==> config.mk <==
export PLATFORM = sky130hd
export DESIGN_NAME = seg_p2s_ctrl
export DESIGN_NICKNAME = d
export VERILOG_FILES = /design/src/rtl/seg_p2s_ctrl.sv
export SDC_FILE = /design/constraint.sdc
export NUM_CORES = 1
export LEC_CHECK = 0
export ABC_AREA = 1
export CORE_ASPECT_RATIO = 0.5
export CORE_UTILIZATION = 45
export CTS_CLUSTER_DIAMETER = 30
export CTS_CLUSTER_SIZE = 20
export DETAILED_ROUTE_END_ITERATION = 16
export PLACE_DENSITY = 0.71
export SLEW_MARGIN = 20
export SYNTH_ARGS = -nofsm -noshare
export SYNTH_HDL_FRONTEND = slang
export SYNTH_SLANG_ARGS = --single-unit
==> constraint.sdc <==
create_clock -name clk -period 2.2 [get_ports clk]
set_input_delay 0.44 -clock clk [delete_from_list [all_inputs] [get_ports clk]]
set_output_delay 0.44 -clock clk [all_outputs]
set_load 0.005 [all_outputs]
==> src/rtl/seg_p2s_ctrl.sv <==
// Shifts a 64-bit segment map MSB-first into chained 74HC595-style registers.
// Completion is 128*HALF cycles after accept; start is ignored while busy.
module seg_p2s_ctrl #(
    parameter int HALF    = 2,
    parameter int REFRESH = 0
) (
    input  logic        clk,
    input  logic        rst,
    input  logic        start,
    input  logic [63:0] seg_map,
    output logic        s_clk,
    output logic        sout,
    output logic        s_clrn,
    output logic        en,
    output logic        busy,
    output logic        done
);

    localparam int PW = (HALF > 1) ? $clog2(HALF) : 1;
    localparam int RW = (REFRESH > 1) ? $clog2(REFRESH) : 1;
    localparam logic [PW-1:0] PLAST = PW'(HALF - 1);
    localparam logic [RW-1:0] RLAST = RW'((REFRESH > 0) ? (REFRESH - 1) : 0);
    localparam bit AUTO = (REFRESH != 0);

    typedef enum logic {
        IDLE,
        SHIFT
    } state_t;

    state_t        state;
    logic [63:0]   shreg;
    logic [5:0]    bcnt;
    logic [PW-1:0] pcnt;
    logic          ph;
    logic [RW-1:0] rcnt;
    logic          refresh_hit;
    logic          trigger;

    // The serial line is the live MSB of the shift register, so it only moves
    // when the register is loaded or shifted (at s_clk falling edges).
    assign sout = shreg[63];

    assign refresh_hit = AUTO && (rcnt == RLAST);
    assign trigger     = start || refresh_hit;

    always_ff @(posedge clk) begin
        if (rst) begin
            state  <= IDLE;
            shreg  <= '0;
            bcnt   <= '0;
            pcnt   <= '0;
            ph     <= 1'b0;
            rcnt   <= '0;
            s_clk  <= 1'b0;
            s_clrn <= 1'b0;
            en     <= 1'b0;
            busy   <= 1'b0;
            done   <= 1'b0;
        end else begin
            s_clrn <= 1'b1;
            done   <= 1'b0;
            case (state)
                IDLE: begin
                    if (trigger) begin
                        shreg <= seg_map;
                        s_clk <= 1'b0;
                        en    <= 1'b0;
                        busy  <= 1'b1;
                        bcnt  <= '0;
                        pcnt  <= '0;
                        ph    <= 1'b0;
                        rcnt  <= '0;
                        state <= SHIFT;
                    end else if (AUTO) begin
                        rcnt <= rcnt + RW'(1);
                    end
                end
                SHIFT: begin
                    if (pcnt != PLAST) begin
                        pcnt <= pcnt + PW'(1);
                    end else begin
                        pcnt <= '0;
                        if (!ph) begin
                            ph    <= 1'b1;
                            s_clk <= 1'b1;
                        end else if (bcnt == 6'd63) begin
                            // Last high phase ends: latch the chain and return to idle.
                            ph    <= 1'b0;
                            s_clk <= 1'b0;
                            en    <= 1'b1;
                            done  <= 1'b1;
                            busy  <= 1'b0;
                            state <= IDLE;
                        end else begin
                            ph    <= 1'b0;
                            s_clk <= 1'b0;
                            shreg <= {shreg[62:0], 1'b0};
                            bcnt  <= bcnt + 6'd1;
                        end
                    end
                end
                default: state <= IDLE;
            endcase
        end
    end

endmodule

==> metrics <==
first-pass GRT wire length=12670 µm; chip width=132.6 µm; Pre-antenna DRT Iters=4; RSZ-0062 raised after global routing=false; run status=complete, no violations; critical path depth in cells=7; num rows=23; core footprint=0.008144 mm²; worst-case clock buffer depth=2; Pins Over Slew Limit=0; R2R setup slack=0.22 ns; DR iter-0 viols=159; worst slew pin tran=0.5157 ns; Pleak=2.497 nW; Area Growth Syn to Fin=28.05%; Power per Cell Area=764.2 mW/mm²; most common cell after layout, fill and taps aside=nand2_1; Clock transition at path regs=0.06 ns; setup TNS=0 ns; clock network power share=0.422; post-route ant nets=0; CTS tree=yes; Worst Setup SP=state; vias=3585; Total GRT Usage=0.1785; layout cells sized above 1=0.04052; CTS buffer count=9; root buf cell=clkbuf_16; Final Cycle Share=0.8992; crit end category=flop; Starting Density=0.4715; Final setup viols=0; DRC violations left=0; M1 GR Usage=0.2002; RD Place Congestion=0.7430; FILL cells=781; pre-CTS setup slack=0.1968 ns; port bufs=72; switching share of power=0.2445; M2 GR Usage=0.3316; final net count=754; critical path endpoint=shreg[35]; H-tree levels=3; met3 usage in global routing=0.04955; hpwl dp=4886 µm; DRT Wirelength=7647 µm; Post-CTS Setup Inserts=0; clk sink count=77; CP delay by family, top=simple AND/OR/NAND/NOR gates; CP Cell Sequence=clkinv_2, or2_0, nand3_4, buf_4, nand2_1, nand2_1, nor2_1; initial antenna violation count=0; most frequent CP cell=nand2_1; element type at the critical path start=flop; die height=67.32 µm; Via density=4.465; Slew HR=0.6562; worst hold slack=0.4589 ns; Netlist cell types=19; Synth Register Bits=77; setup ws final=0.2218 ns; worst reg2reg path endpoint=shreg[35]; I/O Pins=73; post-cts resize count=0; Final Hold Viols=0; Cells after Synth=630; post-detailed-route wirelength per cell=9.523 µm; vias in the first global route=3007; Mean Syn Cell Area=6.095 µm²; largest net degree at the start of global routing=129; most frequent cells in the layout=nand2_1, nor2_1, inv_1, dfxtp_1, clkdlybuf4s50_1; GRT overflow=0; Max Freq=505.5 MHz; sequential area share after synthesis=0.4014; crit path time final=1.978 ns; # diodes=0; Synth Net Count=698; RR Startpoint=state; internal power=2.839 mW; sw power=0.9189 mW; clk_lat worst skew=0.33 ns; VDD IR max=424.0 µV; register share of total power=0.411; reg2reg path depth=7; kind of critical path=flop to flop; Most Crowded Layer GR=met2; Worst EP arrival=2.20 ns; Syn Std Cell Area=0.003840 mm²; hold_buf cts=0; die footprint=0.008929 mm²; Slowest-stage cell, CP=dfxtp_1; peak fanout along the critical path=53; Worst Path Buf+Inv=2; combinational share of power=0.167; Hold Crit Class=flop to flop; required time worst endpoint=2.42 ns; max-capacitance violation count=0; YS warnings=0; Critical Path Max Stage Delay=0.45 ns; Clock Skews=0.004623 ns
through the flow:
stage / std cells / power [mW] / instance area, µm² / utilization
6_report: 803 / 3.758 / 4917 / 0.6038
3_3_place_gp: 787 / 2.190 / 4587 / 0.5632
2_1_floorplan: 630 / 2.009 / 3840 / -
5_1_grt: 803 / 3.968 / 4917 / 0.6038
3_5_place_dp: 787 / 2.201 / 4587 / 0.5632
4_1_cts: 803 / 3.808 / 4913 / 0.6033
power by group through the flow:
stage               logic (mW)  registers, mW  clock network (mW)
floorplan                0.443           1.57                   0
global placement         0.619           1.57                   0
detailed placement       0.626           1.57                   0
CTS                      0.632           1.55                1.63
global route             0.725           1.55                1.69
finish                   0.627           1.54                1.59
worst min-delay path: cells and delay by family (launching register included):
| family | cells | cell delay, ns |
|---|---|---|
| compound gates | 1 | 0.05 |
| flops | 1 | 0.31 |
| buf+inv | 1 | 0.05 |
layout make-up:
cell class / instances / area, µm² / share of cell area
repair buffers: 81 / 817.0 / 0.1662
clock inverters: 4 / 70.07 / 0.01425
clock buffers: 12 / 256.5 / 0.05216
flip-flops and latches: 77 / 1541 / 0.3135
multi-input cells: 436 / 1787 / 0.3634
inverters: 81 / 305.3 / 0.06209
well taps: 112 / 140.1 / 0.02850
state kept, by name, indices dropped and copies added (netlist names):
name    flops
shreg      64
done        1
bcnt        6
s_clrn      1
pcnt        1
en          1
busy        1
state       1
ph          1
synthesized netlist by cell type:
cell type | n | area [µm²]
a21oi_1 | 4 | 20.02
buf_1 | 5 | 18.77
buf_2 | 7 | 35.03
buf_4 | 5 | 37.54
buf_6 | 7 | 78.83
clkbuf_1 | 12 | 45.04
dfxtp_1 | 77 | 1541
ha_1 | 1 | 12.51
inv_1 | 79 | 296.5
inv_2 | 2 | 7.510
nand2_1 | 215 | 807.0
nand2_2 | 1 | 6.260
nand3_1 | 4 | 20.02
nand3_2 | 1 | 10.01
nand4_1 | 8 | 50.05
nor2_1 | 131 | 491.7
o211a_1 | 1 | 10.01
o21ai_0 | 69 | 345.3
or2_0 | 1 | 6.260
worst min-delay path by stage:
stage,start,to,cells past startpoint
2_1_floorplan,shreg[0],shreg[0],2
3_3_place_gp,en,en,2
3_5_place_dp,en,en,2
4_1_cts,en,en,2
5_1_grt,en,en,2
6_report,en,en,2
layer usage:
layer / vias to the layer above / wire (µm)
li1: 1991 / -
met4: 0 / 56
met1: 1534 / 3752
met2: 55 / 3568
met3: 5 / 269
met5: - / 0
logic make-up (layout without fill, tap and decap cells):
group | Yosys count | after routing | share of synthesized area
buf+inv | 117 | 178 | 0.1352
compound gates | 74 | 74 | 0.09775
flops | 77 | 77 | 0.4014
simple gates | 361 | 361 | 0.3623
fa+ha+maj | 1 | 1 | 0.003258
Note: power is estimated with default switching activity, not from simulation.
==> patch 1, RTL diff (same settings) <==
Register the output `sout`, with the module's reset; this adds one clock of latency there. The other outputs are not delayed to match.
--- a/src/rtl/seg_p2s_ctrl.sv
+++ b/src/rtl/seg_p2s_ctrl.sv
@@ -38,7 +38,13 @@
 
     // The serial line is the live MSB of the shift register, so it only moves
     // when the register is loaded or shifted (at s_clk falling edges).
-    assign sout = shreg[63];
+    always_ff @(posedge clk) begin
+        if (rst) begin
+            sout <= '0;
+        end else begin
+            sout <= shreg[63];
+        end
+    end
 
     assign refresh_hit = AUTO && (rcnt == RLAST);
     assign trigger     = start || refresh_hit;
Formal check against the unedited RTL: not equivalent (a bounded check fails within 4 cycles, from zero or initial values and one cycle with rst high).
==> patch 1 against the original RTL <==
Final area increased by 0.84%; setup slack gained 0.11 ns; count of clock-buffer cells in the layout fell by 3; total power is 2.8% higher; sequential cell count up 1; area after synthesis hardly changed; largest power group unchanged; routed wire length down 0.80%.
==> patch 1: results (changes against the original RTL) <==
INFO  metric first_global_vias = 3104 (was 3007)
INFO  metric clock_edge_transition_at_the_registers_on_the_reported_setup_and_hold_paths = 0.06 ns (about the same)
INFO  metric ctsRootBufferMaster = clkbuf_16 (unchanged)
INFO  metric outcome = completed (unchanged)
INFO  metric post_route_cells_drive_above_1_share = 4.467% (was 4.052%)
INFO  metric drt-total-wl = 7.586 mm (was 7.647 mm)
INFO  metric seq_area_frac_synth = 40.69% (was 40.14%)
INFO  metric htreeDepth = 3 (unchanged)
INFO  metric grt_first_pass_wirelength = 13.45 mm (was 12.67 mm)
INFO  metric worstPathArrival = 2.10 ns (was 2.20 ns)
INFO  metric irDropWorstVdd = 400.5 uV (was 424.0 uV)
INFO  metric biggestRegsByFlops = shreg: 64 flops, bcnt: 6 flops (unchanged)
INFO  metric antenna_cells = 0 (unchanged)
INFO  metric grt_usage = 18.99% (was 17.85%)
INFO  metric first_pass_iters = 4 (unchanged)
INFO  metric clock_tree.buffer_depth = 2 (unchanged)
INFO  metric cts_buffers = 9 (unchanged)
INFO  metric worstHoldPathType = flip-flop to flip-flop (unchanged)
INFO  metric hold_ws = 0.4550 ns (was 0.4589 ns)
INFO  metric worst_skew_pair.late_latency = 0.33 ns (about the same)
INFO  metric gpl.final_weighted_congestion = 0.7508 (was 0.7430)
INFO  metric synth_cell_types = 20 (was 19)
INFO  metric asyncSetResetFlopFracSynth = 0% (unchanged)
INFO  metric routed-via-count = 3560 (was 3585)
INFO  metric resized_after_cts = 0 (unchanged)
INFO  metric power_leakage = 2.523 nW (was 2.497 nW)
INFO  metric cp_max_fo = 64 (was 53)
INFO  metric clock-skew-final = 0.004440 ns (was 0.004623 ns)
INFO  metric count_of_synthesis_stage_warnings_from_yosys = 0 (unchanged)
INFO  metric max-slew-margin-rel = 61.48% (was 65.62%)
INFO  metric detailedPlacementHpwl = 4.933 mm (was 4.886 mm)
INFO  metric synth.area.top_cells = dfxtp_1 41%, nand2_1 21%, nor2_1 13% (was dfxtp_1 40%, nand2_1 21%, nor2_1 13%)
INFO  metric antenna_found_initial = 0 (unchanged)
INFO  metric post-cts-setup-buffer-count = 0 (unchanged)
INFO  metric fillers = 797 (was 781)
INFO  metric port-buffer-count = 72 (unchanged)
INFO  metric syn-num-nets = 700 (was 698)
INFO  metric first_iter_violations = 165 (was 159)
INFO  metric synth_top_cells_by_count = 214 x nand2_1, 134 x nor2_1, 79 x inv_1, 78 x dfxtp_1, 69 x o21ai_0 (was 215 x nand2_1, 131 x nor2_1, 79 x inv_1, 77 x dfxtp_1, 69 x o21ai_0)
INFO  metric nNetsFinal = 757 (was 754)
INFO  metric grt_start_max_net_pins = 71 (was 129)
==> patch 1: path summary, 6_finish.rpt <==
path                                      startpoint                endpoint  slack (ns)  cells past startpoint
worst max-delay path            bcnt[1]$_SDFFE_PP0P_  shreg[39]$_SDFFE_PP0P_        0.33                      9
worst min-delay path                 en$_SDFFE_PP0P_         en$_SDFFE_PP0P_        0.45                      2
worst max register to register  bcnt[1]$_SDFFE_PP0P_  shreg[39]$_SDFFE_PP0P_        0.33                      9
worst min register to register       en$_SDFFE_PP0P_         en$_SDFFE_PP0P_        0.45                      2
==> patch 1: power by group <==
| group | switching (mW) | internal, mW |
|---|---|---|
| combinational | 0.352 | 0.281 |
| sequential | 0.0338 | 1.53 |
| clock | 0.566 | 1.10 |
| total | 0.952 | 2.91 |
==> patch 1: per-stage QoR <==
step	worst slack (ns)	instances	area [sq um]	total power [mW]
after global placement	0.2681	790	4621	2.215
after floorplan	0.7126	632	3837	2.021
after global routing	0.1362	806	4959	4.091
final	0.3284	806	4959	3.864
after CTS	0.3420	806	4959	3.905
after detailed placement	0.2508	790	4621	2.229
==> patch 1: layout make-up <==
| cell class | count | share of cell area, % |
|---|---|---|
| Tap cell | 112 | 2.826 |
| Clock inverter | 7 | 2.271 |
| Inverter | 81 | 6.157 |
| Timing Repair Buffer | 82 | 16.55 |
| Sequential cell | 78 | 31.49 |
| Multi-Input combinational cell | 437 | 36.16 |
| Clock buffer | 9 | 4.542 |
==> patch 1: worst max-delay path, cell delays in order (launching register included) <==
cell and delay, ns:
dfxtp_1 0.36, ha_1 0.18, nand2_1 0.11, inv_1 0.09
nand3_1 0.24, nand3_4 0.28, buf_12 0.30, nand2_1 0.08
nand2_1 0.07, nor2_1 0.04
==> patch 1: kinds of logic after synthesis <==
family	share of synthesized area [%]
AOI/OAI and AO/OA	9.782
and+or+nand+nor	36.42
DFF	40.69
adders and majority gates	0.3260
buffers and inverters	12.78
==> patch 1: per-layer routing <==
| layer | GRT usage [%] | vias to the layer above | routed length, um |
|---|---|---|---|
| met5 | 0 | - | 0 |
| met4 | 4.741 | 0 | 52 |
| met3 | 6.682 | 6 | 335 |
| met2 | 33.36 | 53 | 3400 |
| met1 | 22.60 | 1502 | 3798 |
| li1 | - | 1999 | - |
==> patch 2, RTL diff (same flow settings) <==
Made on the original files. Set the parameter `HALF` to 1 (it was 2).
--- a/src/rtl/seg_p2s_ctrl.sv
+++ b/src/rtl/seg_p2s_ctrl.sv
@@ -1,7 +1,7 @@
 // Shifts a 64-bit segment map MSB-first into chained 74HC595-style registers.
 // Completion is 128*HALF cycles after accept; start is ignored while busy.
 module seg_p2s_ctrl #(
-    parameter int HALF    = 2,
+    parameter int HALF    = 1,
     parameter int REFRESH = 0
 ) (
     input  logic        clk,
Function: changed (Yosys sat finds a counterexample within 4 cycles, from zero or initial values and one cycle with rst high).
==> patch 2 against the original RTL <==
Sequential cell count down 1; setup slack better by 0.29 ns; total power up 6.2%; largest cell class unchanged; sequential share of layout area up 1.1 points; sequential power up 3%; first-iteration DRC count up 56%; clock skew about the same; via count down 3.2%; fmax up 17%; area after synthesis down 6.5%; highest routed layer unchanged; final area down 4.6%; routed wire length up 6.2%.
==> patch 2: results (changes against the original RTL) <==
INFO  metric dp_cells = 712 (was 787)
INFO  metric syn-num-nets = 626 (was 698)
INFO  metric worst-slew-pin-transition = 0.3951 ns (was 0.5157 ns)
INFO  metric area_delta_synth_final = 30.71% (was 28.05%)
INFO  metric gpl.final_weighted_congestion = 0.7433 (was 0.7430)
INFO  metric dpl_worst_slack = 0.3555 ns (was 0.1968 ns)
INFO  metric detailedPlacementHpwl = 4.924 mm (was 4.886 mm)
INFO  metric synth.area.top_cells = dfxtp_1 42%, nand2_1 21%, nor2_1 13% (was dfxtp_1 40%, nand2_1 21%, nor2_1 13%)
INFO  metric grt_usage = 20.73% (was 17.85%)
INFO  metric netlist_instances = 558 (was 630)
INFO  metric fraction_of_area_in_multi_input_gates = 38.77% (was 36.34%)
INFO  metric outcome = completed (unchanged)
INFO  metric synth_top_cells_by_count = 203 x nand2_1, 124 x nor2_1, 76 x dfxtp_1, 66 x o21ai_0, 19 x clkbuf_1 (was 215 x nand2_1, 131 x nor2_1, 79 x inv_1, 77 x dfxtp_1, 69 x o21ai_0)
INFO  metric post_detailed_placement_cell_area = 4340 sq um (was 4587 sq um)
INFO  metric final.signal_inverter_count = 11 (was 81)
INFO  metric final.signal_buffer_count = 82 (was 81)
INFO  metric yosysTopAreaCellShare = 42.38% (was 40.14%)
INFO  metric critical_path.reg2reg.endpoint = shreg[62]$_SDFFE_PP0P_ (was shreg[35]$_SDFFE_PP0P_)
INFO  metric grt_first_pass_wirelength = 13.63 mm (was 12.67 mm)
INFO  metric power_leakage = 2.181 nW (was 2.497 nW)
INFO  metric worstPathArrival = 1.97 ns (was 2.20 ns)
INFO  metric clock-skew-final = 0.004728 ns (was 0.004623 ns)
INFO  metric first_global_vias = 3005 (was 3007)
INFO  metric routed-via-count = 3471 (was 3585)
INFO  metric sequential_share_of_cell_area = 32.45% (was 31.35%)
INFO  metric critical-path-max-stage-delay = 0.39 ns (was 0.45 ns)
INFO  metric fillers = 733 (was 781)
INFO  metric path_depth_of_the_worst_reg2reg_path = 10 (was 7)
INFO  metric clock_area_share = 7.493% (was 6.641%)
INFO  metric hold_ws = 0.4606 ns (was 0.4589 ns)
INFO  metric reg2reg_from = bcnt[0]$_SDFFE_PP0P_ (was state$_SDFF_PP0_)
INFO  metric wl_per_cell = 11.16 um (was 9.523 um)
[patch 2: changes by cell type after synthesis, sizes merged, moves of 2 or more]
cell	before	now
a21oi	4	6
buf	24	16
clkbuf	12	20
inv	81	10
nand2	216	208
nand3	5	8
nand4	8	2
nor2	131	135
nor3	0	3
o21ai	69	66
o21bai	0	2
[patch 2: logic make-up after synthesis]
kind of cell,after synthesis,share of synthesized area [%]
compound gates,76,10.84
fa+ha+maj,1,0.3485
buf+inv,47,6.936
flops,76,42.38
simple gates,358,39.49
[patch 2: power groups by stage]
stage	clock network (mW)	logic (mW)	registers (mW)
after global routing	1.82	0.777	1.60
final	1.72	0.684	1.58
after floorplan	0	0.470	1.59
after global placement	0	0.680	1.61
after CTS	1.75	0.690	1.58
after detailed placement	0	0.684	1.61
[patch 2: layer usage]
metal  global-route usage (%)  share of wire [%]  wire length, um
met1                    27.02                 51             4159
met2                    33.11                 43             3516
met4                    5.735                1.1               88
met3                    6.596                4.4              356
met5                        0                  0                0
